### src/rtl/cpu_types_pkg.sv
// Shared CPU datapath types.
// Includes the ALU result skid entry and branch kinds.
package cpu_types_pkg;

  typedef logic [31:0] word_t;
  typedef logic [4:0]  regbits_t;

  localparam int SKID_DEPTH_LOG = 1;

  typedef enum logic [1:0] {
    BR_NONE = 2'd0,
    BR_EQ   = 2'd1,
    BR_NE   = 2'd2,
    BR_RSVD = 2'd3
  } br_t;

  typedef struct packed {
    word_t    result;
    logic     neg;
    regbits_t rd;
    logic     br_taken;
    logic     ovf;
  } skid_entry_t;

  typedef enum logic [1:0] {
    S_EMPTY = 2'd0,
    S_ONE   = 2'd1,
    S_TWO   = 2'd2
  } occ_t;

  function automatic logic br_resolve(
    input br_t  t,
    input logic z
  );
    logic tk;
    tk = 1'b0;
    unique case (t)
      BR_EQ:   tk = z;
      BR_NE:   tk = !z;
      default: tk = 1'b0;
    endcase
    return tk;
  endfunction

endpackage

### src/rtl/alu_result_skid.sv
// Two-entry ALU result skid buffer at the EX/MEM boundary.
// Resolves branch outcome and signed-overflow traps on capture.
module alu_result_skid
  import cpu_types_pkg::*;
#(
  parameter int OVF_CNT_W = 8
) (
  input  logic                 CLK,
  input  logic                 nRST,
  input  logic                 in_valid,
  output logic                 in_ready,
  input  word_t                alu_out,
  input  logic                 neg_flag,
  input  logic                 zero_flag,
  input  logic                 of_flag,
  input  logic                 chk_ov,
  input  br_t                  br_type,
  input  regbits_t             rd,
  input  logic                 flush,
  output logic                 out_valid,
  input  logic                 out_ready,
  output word_t                out_result,
  output logic                 out_neg,
  output regbits_t             out_rd,
  output logic                 out_br_taken,
  output logic                 out_ovf,
  output logic [OVF_CNT_W-1:0] ovf_count
);

  localparam logic [OVF_CNT_W-1:0] CNT_MAX = '1;

  occ_t                 state_q, state_d;
  skid_entry_t          head_q;
  skid_entry_t          skid_q;
  skid_entry_t          new_e;
  logic                 in_ready_q;
  logic [OVF_CNT_W-1:0] cnt_q;
  logic                 acc;
  logic                 pop;
  logic                 ovf_in;

  always_comb begin
    acc    = in_valid && in_ready_q && !flush;
    pop    = (state_q != S_EMPTY) && out_ready && !flush;
    ovf_in = chk_ov && of_flag;

    new_e          = '0;
    new_e.result   = alu_out;
    new_e.neg      = neg_flag;
    new_e.rd       = ovf_in ? '0 : rd;
    new_e.br_taken = br_resolve(br_type, zero_flag);
    new_e.ovf      = ovf_in;

    state_d = state_q;
    if (flush) begin
      state_d = S_EMPTY;
    end else begin
      unique case (state_q)
        S_EMPTY: if (acc) state_d = S_ONE;
        S_ONE: begin
          if (acc && !pop)      state_d = S_TWO;
          else if (!acc && pop) state_d = S_EMPTY;
        end
        S_TWO:   if (pop) state_d = S_ONE;
        default: state_d = S_EMPTY;
      endcase
    end
  end

  always_ff @(posedge CLK or negedge nRST) begin
    if (!nRST) begin
      state_q    <= S_EMPTY;
      in_ready_q <= 1'b1;
      head_q     <= '0;
      skid_q     <= '0;
      cnt_q      <= '0;
    end else begin
      state_q    <= state_d;
      in_ready_q <= (state_d != S_TWO);

      // Head reloads straight from the ALU when it drains in the same cycle.
      if (!flush) begin
        unique case (state_q)
          S_EMPTY: if (acc) head_q <= new_e;
          S_ONE: begin
            if (acc && pop) head_q <= new_e;
            else if (acc)   skid_q <= new_e;
          end
          S_TWO:   if (pop) head_q <= skid_q;
          default: ;
        endcase
      end

      if (acc && ovf_in && (cnt_q != CNT_MAX))
        cnt_q <= cnt_q + 1'b1;
    end
  end

  assign in_ready     = in_ready_q;
  assign out_valid    = (state_q != S_EMPTY);
  assign out_result   = head_q.result;
  assign out_neg      = head_q.neg;
  assign out_rd       = head_q.rd;
  assign out_br_taken = head_q.br_taken;
  assign out_ovf      = head_q.ovf;
  assign ovf_count    = cnt_q;

endmodule

### config.mk
export PLATFORM = sky130hd
export DESIGN_NAME = alu_result_skid
export DESIGN_NICKNAME = d
export VERILOG_FILES = /design/src/rtl/cpu_types_pkg.sv /design/src/rtl/alu_result_skid.sv
export SDC_FILE = /design/constraint.sdc
export NUM_CORES = 1
export LEC_CHECK = 0
export BUFFER_PORTS_ARGS = -buffer_cell sky130_fd_sc_hd__buf_2
export CAP_MARGIN = 30
export CORE_UTILIZATION = 48
export CTS_CLUSTER_DIAMETER = 30
export DETAILED_ROUTE_END_ITERATION = 10
export GPL_TIMING_DRIVEN = 1
export PLACE_DENSITY = 0.76
export SYNTH_ARGS = -nofsm -noshare
export SYNTH_HDL_FRONTEND = slang
export SYNTH_SLANG_ARGS = --single-unit
### constraint.sdc
create_clock -name CLK -period 2.1 [get_ports CLK]
set_clock_uncertainty 0.2 [all_clocks]
set_input_delay 0.42 -clock CLK [delete_from_list [all_inputs] [get_ports CLK]]
set_output_delay 0.42 -clock CLK [all_outputs]
set_load 0.01 [all_outputs]
== After elaboration in Yosys (flattened, before gate mapping) ==
Cells that the tools add are included.
Widths: inputs -> output; s select.

* Word-level logic and storage cells: 56
* Output and inout bits: 50
* Register bits: 91
* Input bits: 48

* Add/subtract/negate cells: 1
* Bitwise operators: 2
* Equality and inequality tests: 9
* Muxes and demuxes: 12
* Reductions and logical operators: 19

{| class="wikitable"
|+ Operators by type and width
! operator !! count
|-
| $mux 40 || 3
|-
| $pmux 40 s3 || 1
|-
| $logic_and 1x1->1 || 10
|-
| $mux 2 || 5
|-
| $add 8x1->8 const B || 1
|-
| $ne 2x2->1 const B || 4
|-
| $ne 8x8->1 const B || 1
|-
| $pmux 2 s3 || 1
|-
| $mux 5 || 1
|-
| $reduce_and 5->1 || 1
|-
| $eq 2x1->1 const B || 2
|-
| $eq 2x2->1 const B || 2
|-
| $logic_not 1->1 || 4
|-
| $reduce_and 4->1 || 1
|-
| $reduce_bool 3->1 || 1
|-
| $logic_not 2->1 || 1
|-
| $not 1->1 || 2
|-
| $pmux 1 s2 || 1
|-
| $reduce_bool 2->1 || 1
|}

== Depth between registers and ports, before layout ==
Gate-level depths: netlist of run 1.

* Depth after elaboration: 9
* Depth in mapped cells: 6
* Gate-level depth less buffers: 5

== Least setup slack after synthesis of run 1 ==
Ideal clock, no wire load.

* Kind: reg-to-reg
* From: register in_ready_q (netlist: in_ready)
* To: register head_q, in the netlist out_rd[0]
* Data required time: 1.775 ns
* Arrival time: 1.764 ns
* Setup slack: 0.011 ns
* Stages on the path, launching flop included: 6
* Cell sequence: dfstp_2 nand2_1 or3b_1 a21oi_4 buf_6 mux2_2

* Cells in the longest elaborated chain, start to end: 5
* Elaborated cells between the ends (all ways): 6

{| class="wikitable"
|+ RTL lines
! what !! RTL line !! text
|-
| start, declared || alu_result_skid.sv:36 || <nowiki>logic in_ready_q;</nowiki>
|-
| start signal, assigned || alu_result_skid.sv:79 || <nowiki>in_ready_q <= (state_d != S_TWO);</nowiki>
|-
| $logic_and 1x1->1 * (2 in series) || alu_result_skid.sv:43 || <nowiki>acc = in_valid && in_ready_q && !flush;</nowiki>
|-
| $logic_and 1x1->1 || alu_result_skid.sv:86 || <nowiki>if (acc && pop) head_q <= new_e;</nowiki>
|-
| $ne 2x2->1 (no line) || -- ||
|-
| $reduce_and 5->1 (no line) * || -- ||
|-
| end signal, assigned || alu_result_skid.sv:84 || <nowiki>S_EMPTY: if (acc) head_q <= new_e;</nowiki>
|-
| end signal, assigned || alu_result_skid.sv:86 ||
|-
| end signal, assigned || alu_result_skid.sv:89 || <nowiki>S_TWO: if (pop) head_q <= skid_q;</nowiki>
|-
| end, declared || alu_result_skid.sv:33 || <nowiki>skid_entry_t head_q;</nowiki>
|}

Every way passes the cells marked *; elsewhere a longest branch is shown, timed or not.
A chain may end at the register's enable or synchronous reset.

== Worst setup path after layout of run 1 ==
* From: register in_ready_q (netlist: in_ready)
* To: register head_q, in the netlist out_result[12]

Same word-level chain as after synthesis.

==> flow_summary.toml, run 1 <==
[power]
total_power_w = 0.00462
p_sw_w = 0.00129
power_density_nw_per_um2 = 914
p_int_w = 0.00333
combPwrFrac_pct = 22.1
power.share.sequential_pct = 52.3
cellLeakagePower_nw = 2.38
clkPwrFrac_pct = 25.6
swShare_pct = 27.9
worst_ir_drop_vdd_mv = 0.472

[setup_path]
cp_max_fo = 14
end_kind = "flip-flop"
r2r_cells = 6
arrival_ns = 2.13
r2r-start = "in_ready"
setup.worst_path.class = "flip-flop to flip-flop"
r2r_setup_slack_ns = -0.0002
cp_cell_sequence = "nand2_1 -> or3b_4 -> a21oi_4 -> buf_4 -> buf_12 -> mux2_2"
r2r-end = "out_result[12]"
start_kind = "flip-flop"
cp.required_ns = 2.13
slowest_stage = "dfstp_2"
critical-path-max-stage-delay_ns = 0.55

[timing]
fin_crit_sh_pct = 100
worst_pin_slew_ns = 0.500
rsz0062_at_grt = "yes"
fin_crit_ns = 2.10
fmax_ghz = 0.476
finalHoldViolations = 0
slew_headroom_pct = 66.7
final_max_slew_viol_count = 0
setup_viol = 1
finalWorstSetupSlack_ns = -0.000202

[grt]
grt_pass1_wl_um = 12800
grt_max_degree = 39
grt_overflow = 0
antenna_found_initial = 0
grt_usage_pct = 18.8
grt_pass1_vias = 2785

[yosys]
yosys_warnings = 0
synth_ff_type = "dfrtp_1"
synth_cells = 289
synth_edf_count = 0
synth_area_per_cell_um2 = 13.9
synth_nets = 338
yosysSeqAreaShare_pct = 56.8
yosysUniqueCellTypes = 31
syn_area_um2 = 4010
async_flop_share_pct = 100
synth-seq-cells = 91

[min_path]
hold_end = "skid_q[12]"
hold_depth = 2
worstHoldStart = "alu_out[4]"
hold_path_class = "primary input to flip-flop"

[drt]
antenna_left = 0
routedWlPerCell_um = 15.7
drt_wl_total_um = 8050
drt_iter0_drc = 59
viasPerCell = 5.14
first_pass_iters = 4
via_count = 2643
drc = 0

[placed_design]
dp_hpwl_um = 5370
dpl_cell_area_um2 = 4740
place.gp.congestion = 0.866
io_buffers = 97

[cells_and_area]
nets = 456
antenna_cells = 0
mostFrequentLayoutCells = "mux2_2, buf_2, dfrtp_1"
finalInstanceArea_um2 = 5060
drive_above_1_share_pct = 60.4
final_common_cell = "mux2_2"
area_growth_pct = 26.0
fillers = 603

[floorplanning]
start_util_pct = 50.9
die_w_um = 93.4
pin_count = 98
core_um2 = 7890
die-height_um = 93.4
die-area_um2 = 8730
core.rowCount = 32

[clocking]
numCtsBuffers = 9
cts.clk_slew.worst_paths_ns = 0.10
cts_max_path_buffers = 2
cts_tree = "done"
cts_root_buf = "clkbuf_8"
insertion_delay_ns = 0.34
htreeDepth = 3
numClockSinks = 91

[flow_run]
maxCapViolCount = 0

[status]
violations = "setup timing"
outcome = "finished, violations left"
routing by layer:
layer | track usage [%] | vias to the layer above | wire length (µm)
met5 | 0 | - | 0
met4 | 5.77 | 0 | 65
li1 | - | 1262 | -
met2 | 32.5 | 64 | 4010
met1 | 24.0 | 1311 | 3620
met3 | 3.33 | 6 | 351
through the flow:
stage                     util [%]  hold slack [ns]  setup TNS [ns]  std cells  worst slack, ns
after floorplan                  -          -0.0756               0        289           0.0114
after global placement        60.1            0.216          -0.896        492          -0.0473
after detailed placement      60.1            0.221           -1.13        492          -0.0598
after CTS                     62.9           0.0982               0        509           0.0183
after global routing          64.1            0.103           -1.60        514          -0.0612
final                         64.1            0.113       -0.000202        514        -0.000202
sequential cells by signal (all words and copies together), names as in the netlist:
name	flops
state_q	2
skid_q	40
out_rd	5
ovf_count	8
out_result	32
in_ready	1
out_br_taken	1
out_ovf	1
out_neg	1
synth_stat cells (2+ instances only):
library cell | number | area, µm²
and3_1 | 3 | 18.8
buf_2 | 7 | 35.0
buf_6 | 4 | 45.0
clkbuf_1 | 3 | 11.3
dfrtp_1 | 90 | 2250
mux2_2 | 107 | 1200
nand2_1 | 25 | 93.8
nand3_1 | 5 | 25.0
nor2_1 | 2 | 7.51
nor2b_1 | 3 | 18.8
nor4b_1 | 2 | 17.5
o21a_1 | 2 | 15.0
o21ai_0 | 16 | 80.1
xnor2_1 | 3 | 26.3
worst max-delay path by stage:
stage	start	to	slack (ns)	cells after the start
4_1_cts	in_ready	out_result[2]	0.02	5
3_5_place_dp	out_ready	out_result[21]	-0.06	6
5_1_grt	in_ready	out_result[13]	-0.06	6
6_report	in_ready	out_result[12]	-0.0002	6
2_1_floorplan	in_ready	out_rd[0]	0.01	5
3_3_place_gp	out_ready	out_result[9]	-0.05	6
cell type report:
class,instances,area [µm²],area share (%)
well taps,102,128,2.52
clock buffers,10,128,2.52
multi-input cells,183,1660,32.8
repair buffers,121,788,15.6
inverters,1,3.75,0.0742
flip-flops and latches,91,2280,45.1
clock inverters,6,73.8,1.46
power groups by stage:
stage	registers [W]	clock network, W	logic (W)
2_1_floorplan	0.00250	0	0.000503
3_3_place_gp	0.00242	0	0.000962
3_5_place_dp	0.00245	0	0.000999
4_1_cts	0.00242	0.00122	0.00100
5_1_grt	0.00248	0.00128	0.00112
6_report	0.00242	0.00118	0.00102
logic make-up after synthesis:
group                    share of synthesized area [%]
AO/OA/AOI/OAI                                     3.28
multiplexers                                      30.3
AND/OR/NAND/NOR                                   6.05
XOR/XNOR                                         0.874
flip-flops                                        56.8
adder cells (fa/ha/maj)                          0.312
buffers and inverters                             2.37
critical path: cells and delay by family, from the launching register on:
family / cells / cell delay [ns]
buf+inv: 2 / 0.30
compound gates: 1 / 0.15
simple gates: 2 / 0.46
mux: 1 / 0.33
flops: 1 / 0.55
repair_timing:
item | in CTS | in global routing
buffers inserted | 0 | 2
endpoints found under the setup margin | 14 | 36
pin swaps | 1 | 0
resized for setup | 1 | 5
endpoints found under the hold margin | 33 | 0
hold buffers | 1 | 0
gates cloned | 0 | 3
Note: power is estimated with default switching activity, not from simulation.
==> run 2: changes to the inputs <==
Settings changed: CORE_ASPECT_RATIO set to 0.7.
==> flow_summary.toml, run 2 (same netlist as run 1, synthesis figures left out) <==
[status]
outcome = "finished, violations left"
violations = "DRC"

[grt]
grt_overflow = 0
grt_pass1_wl_um = 13100
antenna_found_initial = 0
grt_usage_pct = 19.2
grt_pass1_vias = 2761
grt_max_degree = 48

[cells_and_area]
final_common_cell = "mux2_2"
nets = 451
mostFrequentLayoutCells = "mux2_2, buf_2, dfrtp_1"
finalInstanceArea_um2 = 5080
antenna_cells = 0
area_growth_pct = 26.7
largest-register = "skid_q"
drive_above_1_share_pct = 59.6
largest_reg_flops = 40

[timing]
worst_pin_slew_ns = 0.378
fmax_ghz = 0.479
final_max_slew_viol_count = 0
fin_crit_ns = 2.09
slew_headroom_pct = 74.8
setup_viol = 0
hold_ws_ns = 0.128
finalHoldViolations = 0
finalWorstSetupSlack_ns = 0.0119
fin_crit_sh_pct = 99.4
rsz0062_at_grt = "yes"

[floorplanning]
start_util_pct = 50.3
die-area_um2 = 8730
core_um2 = 7970
core.rowCount = 27
die-height_um = 78.5
die_w_um = 111
pin_count = 98

[power]
power_density_nw_per_um2 = 996
power.share.sequential_pct = 47.3
p_int_w = 0.00377
p_sw_w = 0.00129
cellLeakagePower_nw = 2.39
combPwrFrac_pct = 21.1
clkPwrFrac_pct = 31.6
worst_ir_drop_vdd_mv = 0.547
swShare_pct = 25.5

[drt]
routedWlPerCell_um = 15.4
drc = 12
viasPerCell = 5.22
drt_wl_total_um = 7790
drt_iter0_drc = 110
via_count = 2645
antenna_left = 0
first_pass_iters = 7

[setup_path]
critical_path_depth = 5
setup.worst_path.class = "flip-flop to flip-flop"
slowest_stage = "dfstp_2"
r2r-end = "out_rd[0]"
crit_family = "flip-flops"
cp.required_ns = 2.12
arrival_ns = 2.10
cp_cell_sequence = "nand2_1 -> or3b_4 -> a21oi_4 -> buf_12 -> mux2_2"
r2r-start = "in_ready"
r2r_cells = 5
cp_max_fo = 23
end_kind = "flip-flop"
critical-path-max-stage-delay_ns = 0.53
path_buf_inv = 1
start_kind = "flip-flop"
r2r_setup_slack_ns = 0.01

[clocking]
insertion_delay_ns = 0.34
cts_setup_buffers = 0
numClockSinks = 91
htreeDepth = 3
cts_tree = "done"
cts_max_path_buffers = 2
cts.clk_slew.worst_paths_ns = 0.06
numCtsBuffers = 9
cts_root_buf = "clkbuf_16"

[placed_design]
dpl_cell_area_um2 = 4770
place.gp.congestion = 0.849
dp_hpwl_um = 5410
post-place-ws_ns = -0.0919
io_buffers = 97

[flow_run]
maxCapViolCount = 0

[min_path]
hold_depth = 2
hold_end = "skid_q[39]"
hold_path_class = "primary input to flip-flop"
worstHoldStart = "alu_out[31]"
==> run 2: through the flow <==
step                instances  TNS [ns]  utilization (%)  power (W)
floorplan                 289         0                -    0.00300
global placement          491     -1.06             59.8    0.00343
detailed placement        491     -2.40             59.8    0.00350
CTS                       507  -0.00139             63.7    0.00511
global route              507     -1.13             63.7    0.00533
finish                    507         0             63.7    0.00506
==> run 2: layer usage <==
layer  track usage [%]  share of wire, %  up-vias  wire, µm
met3              4.94               4.5       13       350
met4              6.62               1.4        0       110
met5                 0                 0        -         0
li1                  -                 -     1255         -
met2              32.1                48       67      3720
met1              24.4                46     1310      3600
==> run 2: layout make-up <==
class / instances / area (µm²)
multi-input combinational: 183 / 1660
timing repair buffer: 116 / 721
fill: 630 / 2890
clock inverter: 2 / 35.0
inverter: 1 / 3.75
sequential: 91 / 2280
clock buffer: 13 / 260
tap: 101 / 126
==> run 2: worst max-delay path by stage <==
| stage | startpoint | end |
|---|---|---|
| global placement | out_ready | out_result[12] |
| detailed placement | out_ready | out_result[8] |
| CTS | in_ready | out_result[8] |
| finish | in_ready | out_rd[0] |
| floorplan | in_ready | out_rd[0] |
| global route | in_ready | out_result[18] |
==> run 2: repair_timing <==
action	4_1_cts	5_1_grt
setup endpoints to repair	22	35
hold buffers	1	0
gates resized for setup	1	1
cloned	0	0
endpoints found under the hold margin	23	0
==> run 2: power groups by stage <==
stage	clock network [W]	registers, W	logic (W)
final	0.00160	0.00240	0.00107
after global routing	0.00171	0.00245	0.00117
after CTS	0.00163	0.00239	0.00108
after detailed placement	0	0.00242	0.00108
after global placement	0	0.00239	0.00104
after floorplan	0	0.00250	0.000503
==> run 3: changes to the inputs <==
Settings changed: CORE_UTILIZATION 48 to 40, PLACE_DENSITY 0.76 to 0.65.
==> flow_summary.toml, run 3 (same netlist as run 1, synthesis figures left out) <==
[timing]
final_max_slew_viol_count = 0
fmax_ghz = 0.471
hold_ws_ns = 0.123
finalWorstSetupSlack_ns = -0.0213
fin_crit_sh_pct = 101
setup_viol = 14
worst_pin_slew_ns = 0.424
fin_crit_ns = 2.12
slew_headroom_pct = 71.7
rsz0062_at_grt = "yes"
finalHoldViolations = 0

[grt]
grt_pass1_vias = 2721
grt_max_degree = 48
grt_usage_pct = 17.2
grt_pass1_wl_um = 13400
grt_overflow = 0
antenna_found_initial = 0

[cells_and_area]
drive_above_1_share_pct = 59.1
final_cells = 539
nets = 455
largest_reg_flops = 40
mostFrequentLayoutCells = "mux2_2, buf_2, dfrtp_1"
largest-register = "skid_q"
area_growth_pct = 28.9
fillers = 852
antenna_cells = 0

[floorplanning]
start_util_pct = 41.3
pin_count = 98
die-area_um2 = 10400
die-height_um = 85.8
core.rowCount = 30
core_um2 = 9720
die_w_um = 122

[clocking]
cts_tree = "done"
insertion_delay_ns = 0.34
htreeDepth = 3
cts_max_path_buffers = 2
cts_root_buf = "clkbuf_16"
numCtsBuffers = 9
cts.clk_slew.worst_paths_ns = 0.06
numClockSinks = 91

[setup_path]
path_buf_inv = 2
cp_cell_sequence = "nand2_2 -> or3b_4 -> a21oi_4 -> buf_6 -> clkbuf_16 -> mux2_2"
start_kind = "flip-flop"
arrival_ns = 2.15
cp.required_ns = 2.13
cp_max_fo = 8
setup.worst_path.class = "flip-flop to flip-flop"
end_kind = "flip-flop"
slowest_stage = "dfstp_2"
critical-path-max-stage-delay_ns = 0.55
crit_family = "flip-flops"

[status]
outcome = "finished, violations left"
violations = "setup timing"

[power]
worst_ir_drop_vdd_mv = 0.439
total_power_w = 0.00496
power_density_nw_per_um2 = 960
cellLeakagePower_nw = 2.43

[drt]
viasPerCell = 4.96
antenna_left = 0
drt_iter0_drc = 76
first_pass_iters = 5
drt_wl_total_um = 8550
via_count = 2675
routedWlPerCell_um = 15.9
drc = 0

[placed_design]
placedCellCount = 517
dp_hpwl_um = 5580
place.gp.congestion = 0.736
io_buffers = 97
post-place-ws_ns = -0.0607

[flow_run]
maxCapViolCount = 0

[min_path]
hold_path_class = "primary input to flip-flop"
[run 3: cell types whose count changed in the layout (fill, tap and decap cells not counted), sizes merged]
cell,change
clkbuf,+5
buf,+2
bufinv,-1
clkinv,-1
[run 3: metal layers]
layer,share of wire [%],track usage (%),routed length (µm),up-vias
met2,45,28.2,3860,73
met5,0,0,0,-
met4,1.3,6.40,108,0
met1,47,21.3,4030,1324
li1,-,-,-,1266
met3,6.5,5.59,556,12
[run 3: what timing repair did]
item	CTS	global route
pin swaps	0	1
buffers inserted	3	0
endpoints found under the hold margin	27	0
hold buffers	1	0
resized for setup	2	15
gates cloned	1	2
endpoints found under the setup margin	23	40
[run 3: layout make-up]
class	count	area [µm²]	share of cell area [%]
Clock buffer	16	262	5.06
Inverter	1	3.75	0.0726
Multi-Input combinational cell	183	1690	32.8
Sequential cell	91	2280	44.1
Tap cell	128	160	3.10
Timing Repair Buffer	120	772	14.9
[run 3: per-stage QoR]
| stage | area (µm²) | TNS (ns) | util [%] |
|---|---|---|---|
| after floorplan | 4010 | 0 | - |
| after global placement | 4770 | -0.927 | 49.0 |
| after detailed placement | 4770 | -1.54 | 49.0 |
| after CTS | 5090 | -0.736 | 52.4 |
| after global routing | 5170 | -1.81 | 53.2 |
| final | 5170 | -0.196 | 53.2 |
[run 3: final timing paths]
path	startpoint	to	slack [ns]	cells after the start
max in group asynchronous	nRST	out_result[26]	0.72	3
min reg2reg	skid_q[3]	skid_q[3]	0.28	2
min in group asynchronous	nRST	state_q[1]	0.38	2
max	in_ready	out_result[18]	-0.02	6
min	alu_out[20]	skid_q[28]	0.12	2
max reg2reg	in_ready	out_result[18]	-0.02	6
[run 3: report_power, final]
group          total (W)  switching (W)  internal, W
combinational    0.00110       0.000462     0.000637
sequential       0.00241       0.000226      0.00218
clock            0.00145       0.000614     0.000838
[run 3: worst register-to-register path: cells and delay by family (launching register included)]
family,cells,cell delay [ns]
muxes,1,0.33
buffers and inverters,2,0.31
DFF,1,0.55
AOI/OAI and AO/OA,1,0.18
and+or+nand+nor,2,0.44
